File: src/rtl/bg_effect_if.sv
// bg_effect_if: game-logic controls into the effect sequencer and the
// frame-committed hue/brightness controls out to the background colour path.
interface bg_effect_if;
    logic [12:0] pixel_index;
    logic        cycle_en;
    logic        flash_req;
    logic        pause;
    logic [8:0]  hue_offset;
    logic [7:0]  value_scale;
    logic        effect_busy;
    logic [1:0]  state;
    modport master (output pixel_index, cycle_en, flash_req, pause,
                    input  hue_offset, value_scale, effect_busy, state);
    modport slave  (input  pixel_index, cycle_en, flash_req, pause,
                    output hue_offset, value_scale, effect_busy, state);
endinterface

File: src/rtl/bg_effect_sequencer.sv
// bg_effect_sequencer: hue cycling plus hit-flash/fade brightness sequencing,
// with both outputs committed only on OLED frame edges to avoid tearing.
module bg_effect_sequencer #(
    parameter int TICK_DIV     = 10_000_000,
    parameter int HUE_STEP     = 1,
    parameter int FLASH_FRAMES = 8,
    parameter int FLASH_LOW    = 64,
    parameter int FADE_STEP    = 32
) (
    input  logic clk,
    input  logic rst_n,
    bg_effect_if.slave bus
);
    typedef enum logic [1:0] {IDLE, CYCLE, FLASH, FADE} state_t;
    localparam int TW = $clog2(TICK_DIV);

    state_t        r_state, w_state_nx;
    logic [7:0]    r_val, w_val_nx, w_fade_val;
    logic [8:0]    r_cnt, w_cnt_nx, w_cnt_inc, w_fade_sum;
    logic [8:0]    r_pend, r_hue, w_pend_nx;
    logic [9:0]    w_pend_sum;
    logic [TW-1:0] r_tick;
    logic [12:0]   r_prev;
    logic          r_busy, w_edge, w_tc;

    assign w_edge     = (bus.pixel_index == 13'd0) && (r_prev != 13'd0);
    assign w_tc       = r_tick == TW'(TICK_DIV - 1);
    assign w_pend_sum = {1'b0, r_pend} + 10'(HUE_STEP);
    assign w_pend_nx  = w_pend_sum >= 10'd360 ? 9'(w_pend_sum - 10'd360) : w_pend_sum[8:0];
    assign w_cnt_inc  = r_cnt + 9'd1;
    assign w_fade_sum = {1'b0, r_val} + 9'(FADE_STEP);
    assign w_fade_val = w_fade_sum >= 9'd255 ? 8'd255 : w_fade_sum[7:0];

    always_comb begin
        w_state_nx = r_state;
        w_val_nx   = r_val;
        w_cnt_nx   = r_cnt;
        if (!bus.pause) begin
            // a hit always restarts the flash, even mid-effect
            if (bus.flash_req) begin
                w_state_nx = FLASH;
                w_cnt_nx   = '0;
            end else begin
                case (r_state)
                    IDLE:  w_state_nx = bus.cycle_en ? CYCLE : IDLE;
                    CYCLE: w_state_nx = bus.cycle_en ? CYCLE : IDLE;
                    FLASH: if (w_edge) begin
                        w_cnt_nx = w_cnt_inc;
                        if (w_cnt_inc > 9'(FLASH_FRAMES)) begin
                            w_state_nx = FADE;
                            w_val_nx   = 8'(FLASH_LOW);
                        end else begin
                            w_val_nx = w_cnt_inc[0] ? 8'(FLASH_LOW) : 8'd255;
                        end
                    end
                    FADE: if (w_edge) begin
                        w_val_nx = w_fade_val;
                        if (w_fade_val == 8'd255) w_state_nx = bus.cycle_en ? CYCLE : IDLE;
                    end
                endcase
            end
        end
    end

    always_ff @(posedge clk or negedge rst_n)
        if (!rst_n) begin
            r_state <= IDLE;
            r_val   <= 8'd255;
            r_cnt   <= '0;
            r_busy  <= 1'b0;
        end else begin
            r_state <= w_state_nx;
            r_val   <= w_val_nx;
            r_cnt   <= w_cnt_nx;
            r_busy  <= (w_state_nx == FLASH) || (w_state_nx == FADE);
        end

    always_ff @(posedge clk or negedge rst_n)
        if (!rst_n) begin
            r_prev <= '0;
            r_tick <= '0;
            r_pend <= '0;
            r_hue  <= '0;
        end else begin
            r_prev <= bus.pixel_index;
            if (!bus.pause) begin
                if (w_edge) r_hue <= r_pend;
                r_tick <= (!bus.cycle_en || w_tc) ? '0 : r_tick + TW'(1);
                if (bus.cycle_en && w_tc) r_pend <= w_pend_nx;
            end
        end

    assign bus.hue_offset  = r_hue;
    assign bus.value_scale = r_val;
    assign bus.effect_busy = r_busy;
    assign bus.state       = r_state;
endmodule
File: src/flat_wrapper.sv
// flat-port wrapper written by rule: the top's interface ports become plain ports
module bg_effect_sequencer_flat 
#(
    parameter int TICK_DIV     = 10_000_000,
    parameter int HUE_STEP     = 1,
    parameter int FLASH_FRAMES = 8,
    parameter int FLASH_LOW    = 64,
    parameter int FADE_STEP    = 32
)
  (clk, rst_n, bus_pixel_index, bus_cycle_en, bus_flash_req, bus_pause, bus_hue_offset, bus_value_scale, bus_effect_busy, bus_state);
  bg_effect_if bus_i ();
  input  logic clk;
  input  logic rst_n;
  input wire logic [$bits(bus_i.pixel_index)-1:0] bus_pixel_index;
  input wire logic [$bits(bus_i.cycle_en)-1:0] bus_cycle_en;
  input wire logic [$bits(bus_i.flash_req)-1:0] bus_flash_req;
  input wire logic [$bits(bus_i.pause)-1:0] bus_pause;
  output wire logic [$bits(bus_i.hue_offset)-1:0] bus_hue_offset;
  output wire logic [$bits(bus_i.value_scale)-1:0] bus_value_scale;
  output wire logic [$bits(bus_i.effect_busy)-1:0] bus_effect_busy;
  output wire logic [$bits(bus_i.state)-1:0] bus_state;
  assign bus_i.pixel_index = bus_pixel_index;
  assign bus_i.cycle_en = bus_cycle_en;
  assign bus_i.flash_req = bus_flash_req;
  assign bus_i.pause = bus_pause;
  assign bus_hue_offset = bus_i.hue_offset;
  assign bus_value_scale = bus_i.value_scale;
  assign bus_effect_busy = bus_i.effect_busy;
  assign bus_state = bus_i.state;
  bg_effect_sequencer #(.TICK_DIV(TICK_DIV), .HUE_STEP(HUE_STEP), .FLASH_FRAMES(FLASH_FRAMES), .FLASH_LOW(FLASH_LOW), .FADE_STEP(FADE_STEP)) u_core (.clk(clk), .rst_n(rst_n), .bus(bus_i));
endmodule
File: config.mk
export PLATFORM = sky130hd
export DESIGN_NAME = bg_effect_sequencer_flat
export DESIGN_NICKNAME = d
export VERILOG_FILES = /design/src/rtl/bg_effect_if.sv /design/src/rtl/bg_effect_sequencer.sv /design/src/flat_wrapper.sv
export SDC_FILE = /design/constraint.sdc
export NUM_CORES = 1
export LEC_CHECK = 0
export BUFFER_PORTS_ARGS = -buffer_cell sky130_fd_sc_hd__buf_2
export CAP_MARGIN = 30
export CORE_MARGIN = 1
export CORE_UTILIZATION = 53
export DETAILED_ROUTE_END_ITERATION = 16
export PLACE_DENSITY = 0.82
export SYNTH_ARGS = -nofsm -noshare
export SYNTH_HDL_FRONTEND = slang
export SYNTH_SLANG_ARGS = --single-unit
File: constraint.sdc
create_clock -name clk -period 2 [get_ports clk]
set_input_delay 0 -clock clk [delete_from_list [all_inputs] [get_ports clk]]
set_output_delay 0 -clock clk [all_outputs]
set_load 0.02 [all_outputs]
Yosys cells after proc, flatten, opt, wreduce, memory -nomap -nowiden
Cells that the tools add are included.

Register bits: 75. Input port bits: 18. Output and inout bits: 20. Logic and storage cells: 62.

Add/subtract/negate cells: 5. $lt $le $gt $ge: 3. Equal/unequal tests: 9. Muxes and demuxes: 19. Bitwise logic cells: 2. Reductions and logical operators: 16.

Operators by type and width (count): $mux W8 (5); $mux W9 (4); $add A24 B1 Y24 const B (1); $eq A24 B24 Y1 const B (1); $mux W24 (1); $pmux W8 S2 (1); $logic_not A13 Y1 (1); $reduce_bool A13 Y1 (1); $mux W2 (6); $add A9 B1 Y10 const B (1); $ge A10 B9 Y1 const B (1); $add A8 B6 Y9 const B (1); $add A9 B1 Y9 const B (1); $ge A9 B8 Y1 const B (1); $gt A9 B4 Y1 const B (1); $sub A9 B9 Y9 const B (1); $eq A2 B2 Y1 const B (4); $eq A8 B8 Y1 const B (1); $pmux W2 S3 (1); $reduce_bool A2 Y1 (3); $reduce_and A5 Y1 (1); $ne A2 B1 Y1 const B (2); $reduce_and A2 Y1 (2); $reduce_and A3 Y1 (1); 8 further kinds (11).

Logic depth before layout (Yosys ltp)
Gate-level depths: netlist of run 1.

Word-level depth: 11. Depth in mapped cells: 9. Mapped depth without buffers: 9.

Worst setup path before layout of run 1
OpenSTA, ideal clock, no wires.

Path kind: register -> register. Start: reg u_core.r_pend[0]. End: reg u_core.r_pend[7]. Library setup time: 0.125 ns. Data arrival time: 2.017 ns. Data required time: 1.875 ns. Slack: -0.142 ns. Stages on the path, launching flop included: 10. Path buffers: 1. Clock period less this slack: 2.142 ns. Path through: dfrtp_1 -> ha_1 -> buf_2 -> and4_4 -> and3_1 -> nand3_1 -> o21a_1 -> a2111oi_0 -> o21ai_1 -> xnor2_1.

Cells in the longest elaborated chain, start to end: 3. Elaborated cells between the ends (all ways): 4. Classes of those cells: add/sub: 2; order compare: 1; mux: 1.

RTL lines: from (decl) (line bg_effect_sequencer.sv:20) `logic [8:0] r_pend, r_hue, w_pend_nx;`; from (signal assigned) (line bg_effect_sequencer.sv:89) `if (bus.cycle_en && w_tc) r_pend <= w_pend_nx;`; $add A9 B1 Y10 * (line bg_effect_sequencer.sv:28) `assign w_pend_sum = {1'b0, r_pend} + 10'(HUE_STEP);`; $sub A9 B9 Y9 or $ge A10 B9 Y1 (tied branches) (line bg_effect_sequencer.sv:29) `assign w_pend_nx = w_pend_sum >= 10'd360 ? 9'(w_pend_sum - 10'd360) : w_pend_sum[8:0];`; $mux W9 * (line bg_effect_sequencer.sv:29).

Mark *: on every way between the ends. The rest lies on a longest branch, timed or not. A chain may end at the register's enable or synchronous reset.

Worst setup path after layout of run 1
Start: reg u_core.r_pend[0]. End: reg u_core.r_pend[3].

The elaborated chain is that of the path after synthesis.

==> results of run 1 <==
-- how the worst max path moves through the flow --
| stage | start | end | cells after the start |
|---|---|---|---|
| finish | u_core.r_pend[0] | u_core.r_pend[3] | 9 |
| global route | u_core.r_pend[0] | u_core.r_pend[7] | 9 |
| CTS | u_core.bus.value_scale[5] | u_core.bus.state[0] | 9 |
| detailed placement | u_core.bus.value_scale[5] | u_core.bus.value_scale[5] | 9 |
| global placement | u_core.bus.value_scale[5] | u_core.bus.value_scale[5] | 9 |
| floorplan | u_core.r_pend[1] | u_core.r_pend[3] | 9 |
-- worst max-delay path, delay by kind of cell, from the launching register on --
family	cells	cell delay [ns]
DFF	1	0.46
AOI/OAI and AO/OA	2	0.37
buffers and inverters	1	0.16
and+or+nand+nor	3	0.46
adders and majority gates	1	0.22
xor gates and xnor gates	2	0.34
-- cell type report --
cell class                      count  area [sq um]  share of cell area [%]
Clock buffer                       10           138                    2.56
Multi-Input combinational cell    288          2250                    41.8
Tap cell                           96           120                    2.23
Inverter                            5          18.8                   0.349
Timing Repair Buffer              119           892                    16.6
Sequential cell                    75          1890                    35.2
Clock inverter                      6          71.3                    1.32
-- sequential cells by signal (all words and copies together) (netlist names) --
name / count
u_core.bus.effect_busy: 1
u_core.bus.hue_offset: 9
u_core.bus.state: 2
u_core.bus.value_scale: 8
u_core.r_cnt: 9
u_core.r_pend: 9
u_core.r_prev: 13
u_core.r_tick: 24
-- routing by layer --
layer | up-vias | global-route usage [%] | part of all wire [%]
met3 | 42 | 4.34 | 5.3
met2 | 161 | 45.5 | 52
met1 | 1742 | 32.1 | 39
met4 | 0 | 9.54 | 3.2
li1 | 1616 | - | -
met5 | - | 0 | 0
-- cells by family after synthesis --
logic type / after synthesis / share of synthesized area [%]
compound gates: 77 / 13.8
xor+xnor: 26 / 5.86
fa+ha+maj: 8 / 2.57
buf+inv: 18 / 2.25
flops: 75 / 48.5
mux: 14 / 3.99
simple gates: 162 / 22.9
-- placed cells by master, fill, tap and decap left out, types with 9 or more instances in the layout --
cell	instances
sky130_fd_sc_hd__nor3_1	9
sky130_fd_sc_hd__o21ai_0	13
sky130_fd_sc_hd__buf_4	60
sky130_fd_sc_hd__clkbuf_8	10
sky130_fd_sc_hd__mux2_2	11
sky130_fd_sc_hd__dlygate4sd3_1	16
sky130_fd_sc_hd__nand2_1	26
sky130_fd_sc_hd__dfrtp_1	62
sky130_fd_sc_hd__nand3_1	16
sky130_fd_sc_hd__xor2_1	15
sky130_fd_sc_hd__xnor2_1	11
sky130_fd_sc_hd__buf_2	34
sky130_fd_sc_hd__nor2_1	33
sky130_fd_sc_hd__a21oi_1	10
-- power breakdown --
group / switching (uW) / leakage (uW) / internal [uW]
sequential: 20.3 / 0.000961 / 1540
clock: 611 / 0.0000995 / 621
combinational: 90.1 / 0.00139 / 74.1
-- stage by stage --
step / hold slack, ns / setup slack (ns)
after floorplan: -0.296 / 0.00260
after global placement: 0.0595 / -0.0743
after detailed placement: 0.0619 / -0.140
after CTS: 0.103 / -0.0963
after global routing: 0.124 / -0.178
final: 0.121 / -0.102
-- what timing repair did --
action                     CTS  global route
pin swaps                    7            40
cloned                       0             2
resized for setup           20            54
hold endpoints to repair    91             1
buffers inserted             7            15
setup endpoints to repair   18            36
hold buffers                16             1
==> results.txt, run 1 <==
Source-to-sink clock delay at the later pin of the worst-skew pair = 0.36 ns
Unrepaired setup endpoints after global routing = yes
Wirelength per Cell = 17.6 um
Arrival time at the worst endpoint = 2.37 ns
Count of mapped cells out of synthesis = 380
Cell Count, Final, Fillers Out = 599
Fraction of layout instances using a drive strength above 1 = 41.4%
Placer congestion estimate = 0.905
Cell area after synthesis = 3890 sq um
Crit path launch type = flip-flop
Number of top-level pins = 38
Max-Cap Viols = 0
Average cell area after synthesis = 10.2 sq um
Number of core rows = 30
Distinct cell type count after synthesis = 63
Area post-placement = 4520 sq um
Nets@finish = 524
Period utilization = 105%
Critical R2R Launch = u_core.r_pend[0]
Final worst path period need = 2.10 ns
Total half-perimeter wirelength after legalization and detailed placement = 5930 um
Count of flip-flops with a built-in enable after synthesis = 0
Cell Pwr Density = 549 nW/um^2
# port buffers = 37
CTS H-Tree Depth = 3
Die outline width = 87.6 um
Required time reported for the critical path endpoint = 2.27 ns
Setup slack of the worst register-to-register path = -0.10 ns
Drt first pass iters = 6
Root Buffer Master = sky130_fd_sc_hd__clkbuf_8
Hold Crit Class = primary input to flip-flop
Transition time of the tightest slew-check pin = 0.506 ns
Portion of synthesized cell area occupied by the leading cell type = 43.1%
Core Util, Final = 77.5%
Maximum operating frequency = 476 MHz
Die area = 7680 sq um
Worst stage delay on the critical path = 0.46 ns
Leak = 0.00245 uW
Maximum vdd drop = 456 uV
Number of clock buffers inserted by TritonCTS = 9
Number of sinks handled by clock tree synthesis = 75
Placeable Area = 6940 sq um
Diode insertion count for antenna repair = 0
Share of the yosys chip area belonging to registers = 48.5%
Critical Setup Path Class = flip-flop to flip-flop
Slew HR = 66.3%
Max Clock Skew = 0.0120 ns
Final worst-path setup slack = -0.102 ns
Final std cell area, no fill = 5390 sq um
Worst path cell trace = ha_4 > and4_4 > and3_4 > a21o_1 > a22oi_2 > buf_6 > xor2_1 > nand2_1 > xnor2_1
GRT Total Usage = 25.9%
DRC violations left = 0
Sum of negative setup slack = -0.522 ns
Pin count of the biggest net entering global routing = 76
Effective utilization at floorplan = 56.0%
Worst-case reg-to-reg path depth = 9
Hold Violations, Final = 0
ANT nets after route = 0
Filler cells = 395
Failing checks = setup timing
Most numerous cell in the Yosys netlist = sky130_fd_sc_hd__dfrtp_1
Largest fanout of any net on the critical path = 7
Endpoint type of the worst setup path = flip-flop
Worst-case hold path end point = u_core.r_tick[7]
Vias = 3561
Chip height = 87.6 um
Hold-critical path depth = 4
Post-synthesis cell type with the largest combined area = sky130_fd_sc_hd__dfrtp_1
Clock tree from TritonCTS = done
Initial antenna violation count = 0
Cell types occupying the most area after synthesis = sky130_fd_sc_hd__dfrtp_1, sky130_fd_sc_hd__dfstp_2, sky130_fd_sc_hd__nor2_1
Final Slew Violations = 0
Final Power = 2960 uW
Run status = finished with violations
Post-synthesis sequential element count = 75
Clock Pin Slew Worst Setup and Hold Paths = 0.09 ns
Overflow left after global routing = 0
Post-placement cell count = 546
Vias/cell = 5.94
Source of the worst hold timing path = bus_pause
Global-route wire length before repair = 15200 um
WL final = 10500 um
Share of flip-flops with an asynchronous set or reset = 100%
Initial drt markers = 286
Highest-delay cell along the critical path = sky130_fd_sc_hd__dfrtp_2
Signed area change from the synthesized netlist to the final layout = 38.5%
Count of synthesis-stage warnings from yosys = 0
Via count of the first global-routing pass = 3334
Final number of setup-violating endpoints = 11
FF-to-FF End = u_core.r_pend[3]
Maximum clock insertion buffer count = 2
Primary FF master, synth = sky130_fd_sc_hd__dfrtp_1
Most numerous cell types in the synthesized netlist = sky130_fd_sc_hd__dfrtp_1, sky130_fd_sc_hd__nor2_1, sky130_fd_sc_hd__nand2_1, sky130_fd_sc_hd__nand3_1, sky130_fd_sc_hd__o21ai_0
Syn nets = 406
(Power assumes the default switching activity.)
==> run 2, diff against run 1 <==
--- a/config.mk
+++ b/config.mk
@@ -9,6 +9,7 @@
 export CAP_MARGIN = 30
 export CORE_MARGIN = 1
 export CORE_UTILIZATION = 53
+export CTS_BUF_LIST = sky130_fd_sc_hd__clkbuf_16
 export DETAILED_ROUTE_END_ITERATION = 16
 export PLACE_DENSITY = 0.82
 export SYNTH_ARGS = -nofsm -noshare
==> results.txt, run 2 (synthesis gave the netlist of run 1 again) <==
Run status = finished with violations (unchanged)
Failing checks = setup timing (unchanged)
DRC violations left = 0 (unchanged)
Fraction of layout instances using a drive strength above 1 = 39.5% (was 41.4%)
Number of flip-flops in the largest register = 24 (unchanged)
Number of top-level pins = 38 (unchanged)
Wirelength per Cell = 17.5 um (was 17.6 um)
Top reg by flops = u_core.r_tick (unchanged)
Slew HR = 69.1% (was 66.3%)
Vias = 3548 (was 3561)
Largest fanout of any net on the critical path = 7 (unchanged)
Arrival time at the worst endpoint = 2.33 ns (was 2.37 ns)
Clock Pin Slew Worst Setup and Hold Paths = 0.06 ns (was 0.09 ns)
ANT nets after route = 0 (unchanged)
Endpoint type of the worst setup path = flip-flop (unchanged)
Total half-perimeter wirelength after legalization and detailed placement = 5930 um (unchanged)
Maximum clock insertion buffer count = 2 (unchanged)
Nets@finish = 520 (was 524)
Placeable Area = 6940 sq um (unchanged)
Commonest cells after routing, fill and taps aside = sky130_fd_sc_hd__dfrtp_1, sky130_fd_sc_hd__buf_4, sky130_fd_sc_hd__buf_2 (unchanged)
Final Slew Violations = 0 (unchanged)
Chip height = 87.6 um (unchanged)
Sum of negative setup slack = -0.543 ns (was -0.522 ns)
Number of clock buffers inserted by TritonCTS = 9 (unchanged)
Global-route wire length before repair = 15500 um (was 15200 um)
Vias/cell = 5.96 (was 5.94)
Placer congestion estimate = 0.905 (unchanged)
Initial antenna violation count = 0 (unchanged)
Pin count of the biggest net entering global routing = 76 (unchanged)
Source-to-sink clock delay at the later pin of the worst-skew pair = 0.34 ns (was 0.36 ns)
Critical Setup Path Class = flip-flop to flip-flop (unchanged)
Hold Crit Class = primary input to flip-flop (unchanged)
Maximum operating frequency = 477 MHz (was 476 MHz)
Max-Cap Viols = 0 (unchanged)
Diode insertion count for antenna repair = 0 (unchanged)
Root Buffer Master = sky130_fd_sc_hd__clkbuf_16 (was sky130_fd_sc_hd__clkbuf_8)
Via count of the first global-routing pass = 3371 (was 3334)
Maximum vdd drop = 561 uV (was 456 uV)
Area post-placement = 4520 sq um (unchanged)
Hold Violations, Final = 0 (unchanged)
Period utilization = 105% (about the same)
Filler cells = 412 (was 395)
Die outline width = 87.6 um (unchanged)
CTS H-Tree Depth = 3 (unchanged)
Largest registers ranked by flip-flop count = u_core.r_tick: 24 flops, u_core.r_prev: 13 flops (unchanged)
Overflow left after global routing = 0 (unchanged)
Area of combinational cells with multiple inputs = 2180 sq um (was 2250 sq um)
Drt first pass iters = 5 (was 6)
Leak = 0.00244 uW (was 0.00245 uW)
Most common cell after layout, fill and taps aside = sky130_fd_sc_hd__dfrtp_1 (unchanged)
Number of core rows = 30 (unchanged)
Transition time of the tightest slew-check pin = 0.463 ns (was 0.506 ns)
Crit path launch type = flip-flop (unchanged)
Required time reported for the critical path endpoint = 2.23 ns (was 2.27 ns)
Max Clock Skew = 0.00762 ns (was 0.0120 ns)
Final number of setup-violating endpoints = 12 (was 11)
Final worst path period need = 2.10 ns (about the same)
GRT Total Usage = 26.7% (was 25.9%)
Unrepaired setup endpoints after global routing = yes (unchanged)
Clock tree from TritonCTS = done (unchanged)
Signed area change from the synthesized netlist to the final layout = 37.7% (was 38.5%)
Cell Pwr Density = 629 nW/um^2 (was 549 nW/um^2)
Die area = 7680 sq um (unchanged)
Final std cell area, no fill = 5350 sq um (was 5390 sq um)
WL final = 10400 um (was 10500 um)
Storage element area = 1890 sq um (unchanged)
Number of sinks handled by clock tree synthesis = 75 (unchanged)
Effective utilization at floorplan = 56.0% (unchanged)
Initial drt markers = 296 (was 286)
# port buffers = 37 (unchanged)
Final worst-path setup slack = -0.0961 ns (was -0.102 ns)
[run 2: cell types whose count changed in the layout (fill, tap and decap cells not counted), moves of 3 or more]
cell	before	now
sky130_fd_sc_hd__buf_6	7	3
sky130_fd_sc_hd__and3_1	8	12
sky130_fd_sc_hd__clkbuf_16	0	9
sky130_fd_sc_hd__nor3_2	0	3
sky130_fd_sc_hd__clkbuf_8	10	0
sky130_fd_sc_hd__and3_4	8	4
sky130_fd_sc_hd__buf_2	34	37
[run 2: critical path, cell delays in order (launching register included)]
cell,delay (ns)
sky130_fd_sc_hd__dfrtp_2,0.45
sky130_fd_sc_hd__ha_4,0.20
sky130_fd_sc_hd__buf_6,0.13
sky130_fd_sc_hd__o2111ai_4,0.24
sky130_fd_sc_hd__a31oi_4,0.13
sky130_fd_sc_hd__a22oi_2,0.45
sky130_fd_sc_hd__xor2_1,0.20
sky130_fd_sc_hd__nand2_1,0.08
sky130_fd_sc_hd__xnor2_1,0.12
[run 2: repair_timing]
| item | CTS | global route |
|---|---|---|
| endpoints found under the hold margin | 82 | 0 |
| setup buffers | 3 | 13 |
| pin swaps | 4 | 15 |
| cloned | 0 | 1 |
| hold buffers | 16 | 0 |
| gates resized for setup | 16 | 38 |
| setup endpoints to repair | 18 | 34 |
[run 2: through the flow]
step | total power, uW | setup WS (ns) | hold WS, ns | cells | utilization (%)
after floorplan | 1630 | 0.00260 | -0.296 | 380 | -
after global placement | 1700 | -0.0743 | 0.0595 | 546 | 65.1
final | 3370 | -0.0961 | 0.149 | 595 | 77.1
after CTS | 3360 | -0.0934 | 0.126 | 581 | 73.2
after detailed placement | 1710 | -0.140 | 0.0619 | 546 | 65.1
after global routing | 3480 | -0.186 | 0.155 | 595 | 77.1
[run 2: area by class of cell]
| cell class | count | area share [%] |
|---|---|---|
| clock inverter | 7 | 1.40 |
| clock buffer | 9 | 4.21 |
| tap | 96 | 2.24 |
| inverter | 5 | 0.351 |
| multi-input combinational | 288 | 40.8 |
| sequential | 75 | 35.4 |
| timing repair buffer | 115 | 15.6 |
[run 2: per-layer routing]
metal,global-route usage [%],wire length [um],vias up
met5,0,0,-
met4,13.4,383,0
met3,3.96,539,38
met2,45.8,5490,158
met1,32.9,4000,1741
li1,-,-,1611
[run 2: worst paths after layout]
kind	from	end	slack, ns	cells after the start
max	u_core.r_pend[0]	u_core.r_pend[3]	-0.1	8
min	bus_pause	u_core.r_tick[7]	0.15	4
max reg2reg	u_core.r_pend[0]	u_core.r_pend[3]	-0.1	8
min reg2reg	u_core.bus.hue_offset[2]	u_core.bus.hue_offset[2]	0.50	1
max in group asynchronous	rst_n	u_core.bus.value_scale[6]	1.40	3
min in group asynchronous	rst_n	u_core.bus.hue_offset[7]	0.21	3
[run 2: report_power, final]
part / total [uW] / leakage (uW) / internal (uW) / switching (uW)
sequential: 1570 / 0.000962 / 1540 / 20.7
combinational: 168 / 0.00134 / 74.4 / 93.8
clock: 1630 / 0.000140 / 972 / 663
total: 3370 / 0.00244 / 2590 / 777
